## src/rtl/picomips_pkg.sv

```systemverilog
// Types and widths shared between the picoMIPS register file and the logic
// that reads it out for debug.
package picomips_pkg;

  typedef enum logic [1:0] {
    IDLE  = 2'd0,
    FETCH = 2'd1,
    SEND  = 2'd2
  } dump_state_t;

  localparam int REG_N  = 8;
  localparam int REG_AW = 3;

endpackage

```

## src/rtl/reg_dump_if.sv

```systemverilog
// Valid/ready stream carrying one (address, data) pair of a register dump.
interface reg_dump_if
  import picomips_pkg::*;
#(
  parameter int N  = REG_N,
  parameter int AW = REG_AW
) ();

  logic                valid;
  logic                ready;
  logic [AW-1:0]       addr;
  logic signed [N-1:0] data;

  modport master (output valid, output addr, output data, input ready);
  modport slave  (input valid, input addr, input data, output ready);

endinterface

```

## src/rtl/reg_dump.sv

```systemverilog
// Walks the register file's second read port over every address and streams
// each (address, data) pair out while the core is halted.
module reg_dump
  import picomips_pkg::*;
#(
  parameter int N         = REG_N,
  parameter int NREGS     = 8,
  parameter int AW        = REG_AW,
  parameter int SKIP_ZERO = 0
) (
  input  logic                clk,
  input  logic                n_reset,
  input  logic                start,
  input  logic                abort,
  output logic [AW-1:0]       rf_raddr,
  input  logic signed [N-1:0] rf_rdata,
  reg_dump_if.master          dump,
  output logic                busy,
  output logic                done
);

  localparam logic [AW-1:0] FIRST_ADDR = (SKIP_ZERO != 0) ? AW'(1) : AW'(0);
  localparam logic [AW-1:0] LAST_ADDR  = AW'(NREGS - 1);

  dump_state_t         state_reg, state_next;
  logic [AW-1:0]       ptr_reg, ptr_next;
  logic                valid_reg, valid_next;
  logic [AW-1:0]       addr_reg, addr_next;
  logic signed [N-1:0] data_reg, data_next;
  logic                done_reg, done_next;

  always_comb begin
    state_next = state_reg;
    ptr_next   = ptr_reg;
    valid_next = valid_reg;
    addr_next  = addr_reg;
    data_next  = data_reg;
    done_next  = 1'b0;
    rf_raddr   = '0;
    case (state_reg)
      IDLE: begin
        // abort in the same cycle as start keeps the engine idle
        if (start && !abort) begin
          state_next = FETCH;
          ptr_next   = FIRST_ADDR;
        end
      end
      FETCH: begin
        rf_raddr = ptr_reg;
        if (abort) begin
          state_next = IDLE;
          valid_next = 1'b0;
        end else begin
          addr_next  = ptr_reg;
          data_next  = rf_rdata;
          valid_next = 1'b1;
          state_next = SEND;
        end
      end
      SEND: begin
        rf_raddr = ptr_reg;
        // abort outranks a handshake in the same cycle
        if (abort) begin
          state_next = IDLE;
          valid_next = 1'b0;
        end else if (dump.ready) begin
          valid_next = 1'b0;
          if (ptr_reg == LAST_ADDR) begin
            state_next = IDLE;
            done_next  = 1'b1;
          end else begin
            ptr_next   = ptr_reg + 1'b1;
            state_next = FETCH;
          end
        end
      end
      default: begin
        state_next = IDLE;
        valid_next = 1'b0;
      end
    endcase
  end

  always_ff @(posedge clk or negedge n_reset) begin
    if (!n_reset) begin
      state_reg <= IDLE;
      ptr_reg   <= '0;
      valid_reg <= 1'b0;
      addr_reg  <= '0;
      data_reg  <= '0;
      done_reg  <= 1'b0;
    end else begin
      state_reg <= state_next;
      ptr_reg   <= ptr_next;
      valid_reg <= valid_next;
      addr_reg  <= addr_next;
      data_reg  <= data_next;
      done_reg  <= done_next;
    end
  end

  assign busy       = (state_reg != IDLE);
  assign done       = done_reg;
  assign dump.valid = valid_reg;
  assign dump.addr  = addr_reg;
  assign dump.data  = data_reg;

endmodule
```

## src/flat_wrapper.sv

```systemverilog
// flat-port wrapper written by rule: the top's interface ports become plain ports
module reg_dump_flat import picomips_pkg::*;
#(
  parameter int N         = REG_N,
  parameter int NREGS     = 8,
  parameter int AW        = REG_AW,
  parameter int SKIP_ZERO = 0
)
  (clk, n_reset, start, abort, rf_raddr, rf_rdata, busy, done, dump_valid, dump_addr, dump_data, dump_ready);
  reg_dump_if #(.N(N), .AW(AW)) dump_i ();
  input  logic clk;
  input  logic n_reset;
  input  logic start;
  input  logic abort;
  output logic [AW-1:0] rf_raddr;
  input  logic signed [N-1:0] rf_rdata;
  output logic busy;
  output logic done;
  output wire logic [$bits(dump_i.valid)-1:0] dump_valid;
  output wire logic [$bits(dump_i.addr)-1:0] dump_addr;
  output wire logic [$bits(dump_i.data)-1:0] dump_data;
  input wire logic [$bits(dump_i.ready)-1:0] dump_ready;
  assign dump_valid = dump_i.valid;
  assign dump_addr = dump_i.addr;
  assign dump_data = dump_i.data;
  assign dump_i.ready = dump_ready;
  reg_dump #(.N(N), .NREGS(NREGS), .AW(AW), .SKIP_ZERO(SKIP_ZERO)) u_core (.clk(clk), .n_reset(n_reset), .start(start), .abort(abort), .rf_raddr(rf_raddr), .rf_rdata(rf_rdata), .dump(dump_i), .busy(busy), .done(done));
endmodule
```

## config.mk

```make
export PLATFORM = sky130hd
export DESIGN_NAME = reg_dump_flat
export DESIGN_NICKNAME = d
export VERILOG_FILES = /design/src/rtl/picomips_pkg.sv /design/src/rtl/reg_dump_if.sv /design/src/rtl/reg_dump.sv /design/src/flat_wrapper.sv
export SDC_FILE = /design/constraint.sdc
export NUM_CORES = 1
export LEC_CHECK = 0
export CAP_MARGIN = 30
export CORE_UTILIZATION = 41
export CTS_BUF_LIST = sky130_fd_sc_hd__clkbuf_4 sky130_fd_sc_hd__clkbuf_8
export CTS_CLUSTER_SIZE = 14
export DETAILED_ROUTE_END_ITERATION = 7
export PLACE_DENSITY_LB_ADDON = 0.05
export SLEW_MARGIN = 30
export SYNTH_ARGS = -nofsm -noshare
export SYNTH_HDL_FRONTEND = slang
export SYNTH_SLANG_ARGS = --single-unit
export TNS_END_PERCENT = 20
```

## constraint.sdc

```tcl
create_clock -name clk -period 1.65 [get_ports clk]
set_input_delay 0.33 -clock clk [delete_from_list [all_inputs] [get_ports clk]]
set_output_delay 0.33 -clock clk [all_outputs]
set_load 0.05 [all_outputs]
```

==> impl_metrics.json <==
{
  "worstSetupPathType": "reg -> reg",
  "vdd_drop_max_uv": 1208,
  "antenna_found_initial": 0,
  "grt_pass1_vias": 580,
  "via_per_inst": 4.677,
  "final_area_mm2": 0.001326,
  "root_buffer": "clkbuf_4",
  "place_ws_ns": -0.08276,
  "antenna_left": 0,
  "yosysWarnings": 0,
  "cts_hold_buf": 0,
  "nets": 126,
  "skew_ns": 0.006252,
  "h-tree-depth": 1,
  "drc": 0,
  "clk_pin_slew_ns": 0.10,
  "finalSetupViolCount": 2,
  "worstMarginPinSlew_ns": 0.3821,
  "largest_reg_flops": 8,
  "synth-seq-cells": 18,
  "vias": 622,
  "hp-class": "in -> async",
  "grt_pass1_wl_um": 2539,
  "crit_chain": "ha_2 -> ha_4 -> nand2b_4 -> a2111o_1 -> mux2_4",
  "layout-drive-gt1-share": 0.5283,
  "cts_tree": "done",
  "final_core_util": 0.6760,
  "ys_types": 19,
  "violations": "setup timing",
  "hold_viol_final": 0,
  "clockBufferDepth": 2,
  "fp.dieH_um": 47.69,
  "setup_slack_ns": -0.02783,
  "power.density_mw_per_mm2": 1816,
  "cp_num_buf_inv": 0,
  "antenna-diode-count": 0,
  "period_share": 1.017,
  "timing.max_cap.violations": 0,
  "numPortBuffers": 29,
  "hold_slack_ns": 0.3505,
  "postPlaceCellArea_mm2": 0.001245,
  "period_needed_ns": 1.678,
  "p_leak_nw": 0.6184,
  "dieArea_mm2": 0.002274,
  "grt_usage": 0.1661,
  "slowest_delay_ns": 0.42,
  "grt_max_degree": 19,
  "synth_fp_nets": 83,
  "grt_overflow": 0,
  "synth_area_um2": 855.8,
  "crit_path_start_kind": "register",
  "rsz0062_at_grt": "yes",
  "area_growth_pct": 54.97,
  "cts-buffers-inserted": 3,
  "wl_per_cell_um": 12.20,
  "crit_family": "flip-flops",
  "synth.avg_cell_area_um2": 13.37,
  "place_congestion": 0.7262,
  "worst-path-max-fanout": 4,
  "worstSkewPairLatency_ns": 0.29,
  "wl_um": 1622,
  "endpoint_kind": "register",
  "ios": 30,
  "seq_area_frac_synth": 0.5263,
  "initial_utilization": 0.4362,
  "report.final.slew_viol_count": 0,
  "dpl.hpwl_um": 1263,
  "coreArea_mm2": 0.001962,
  "syn_inst": 64,
  "drt_iter0_drc": 0,
  "die_w_um": 47.69,
  "firstDrtPassIters": 1,
  "placementRows": 16,
  "layout_common_cells": "buf_4, dfrtp_1, mux2_2",
  "max_freq_mhz": 596.0,
  "cpMaxStageDelayCell": "dfrtp_1",
  "critPathArrivalTime_ns": 1.86,
  "final_common_cell": "buf_4",
  "clock_sinks": 18,
  "status": "complete, but fails checks",
  "required_ns": 1.84,
  "maxSlewHeadroom": 0.7433
}
==> timing repair <==
action,in CTS,in global routing
resized for setup,6,2
cloned,0,0
pin swaps,0,2
setup endpoints to repair,7,8
buffers inserted,2,0
==> through the flow <==
step / power, mW / cells / setup TNS, ns
after floorplan: 1.568 / 64 / 0
after global routing: 2.555 / 133 / -0.2520
after CTS: 2.427 / 133 / -0.01469
after detailed placement: 2.084 / 127 / -0.2590
after global placement: 2.060 / 127 / -0.2441
final: 2.408 / 133 / -0.03353
==> Yosys cell counts <==
cell | count | area [µm²]
mux2_4 | 1 | 15.01
nor3b_1 | 1 | 7.510
nor2b_1 | 2 | 12.51
nor3_1 | 1 | 5.000
buf_4 | 1 | 7.510
or3b_2 | 1 | 8.760
a2111o_1 | 1 | 11.26
and2_1 | 3 | 18.77
inv_1 | 4 | 15.01
dfrtp_1 | 18 | 450.4
nand2b_1 | 2 | 12.51
a21oi_1 | 2 | 10.01
ha_1 | 6 | 75.07
mux2_2 | 13 | 146.4
nor2_1 | 3 | 11.26
nand3b_1 | 1 | 7.510
nand2b_4 | 1 | 13.76
a22o_1 | 2 | 17.52
mux2i_1 | 1 | 10.01
==> power by group <==
part           internal, mW  switching (mW)
Sequential            0.593          0.0816
Clock                 0.134           0.134
Combinational         0.644           0.821
Total                  1.37            1.04
==> cell families after synthesis <==
group / share of synthesized area
DFF: 0.5263
muxes: 0.2003
AOI/OAI and AO/OA: 0.04532
buffers and inverters: 0.02631
and+or+nand+nor: 0.1140
adders and majority gates: 0.08772
==> path summary, 6_finish.rpt <==
check	from	to	slack, ns	cells past startpoint
setup / recovery	u_core.ptr_reg[0]$_DFFE_PN0P_	u_core.ptr_reg[0]$_DFFE_PN0P_	-0.03	5
hold / removal	n_reset	u_core.done$_DFF_PN0_	0.35	2
setup reg to reg	u_core.ptr_reg[0]$_DFFE_PN0P_	u_core.ptr_reg[0]$_DFFE_PN0P_	-0.03	5
hold reg to reg	u_core.dump.data[6]$_DFFE_PN0P_	u_core.dump.data[6]$_DFFE_PN0P_	0.52	1
max in group asynchronous	n_reset	u_core.dump.data[0]$_DFFE_PN0P_	1.10	2
min in group clk	u_core.dump.data[6]$_DFFE_PN0P_	u_core.dump.data[6]$_DFFE_PN0P_	0.52	1
==> layout make-up <==
type,count,area [µm²]
multi-input cells,41,417.9
inverters,4,15.01
well taps,27,33.78
fillers,163,635.6
flip-flops and latches,18,450.4
repair buffers,39,372.9
clock buffers,4,36.28
==> layer usage <==
layer / share of wire / global-route usage / up-vias / wire [µm]
met2: 0.50 / 0.2595 / 17 / 814
met4: 0.0074 / 0.08333 / 0 / 12
met1: 0.45 / 0.2265 / 298 / 726
met3: 0.042 / 0.02264 / 2 / 68
met5: 0 / 0 / - / 0
li1: - / - / 305 / -
(Power assumes the default switching activity.)
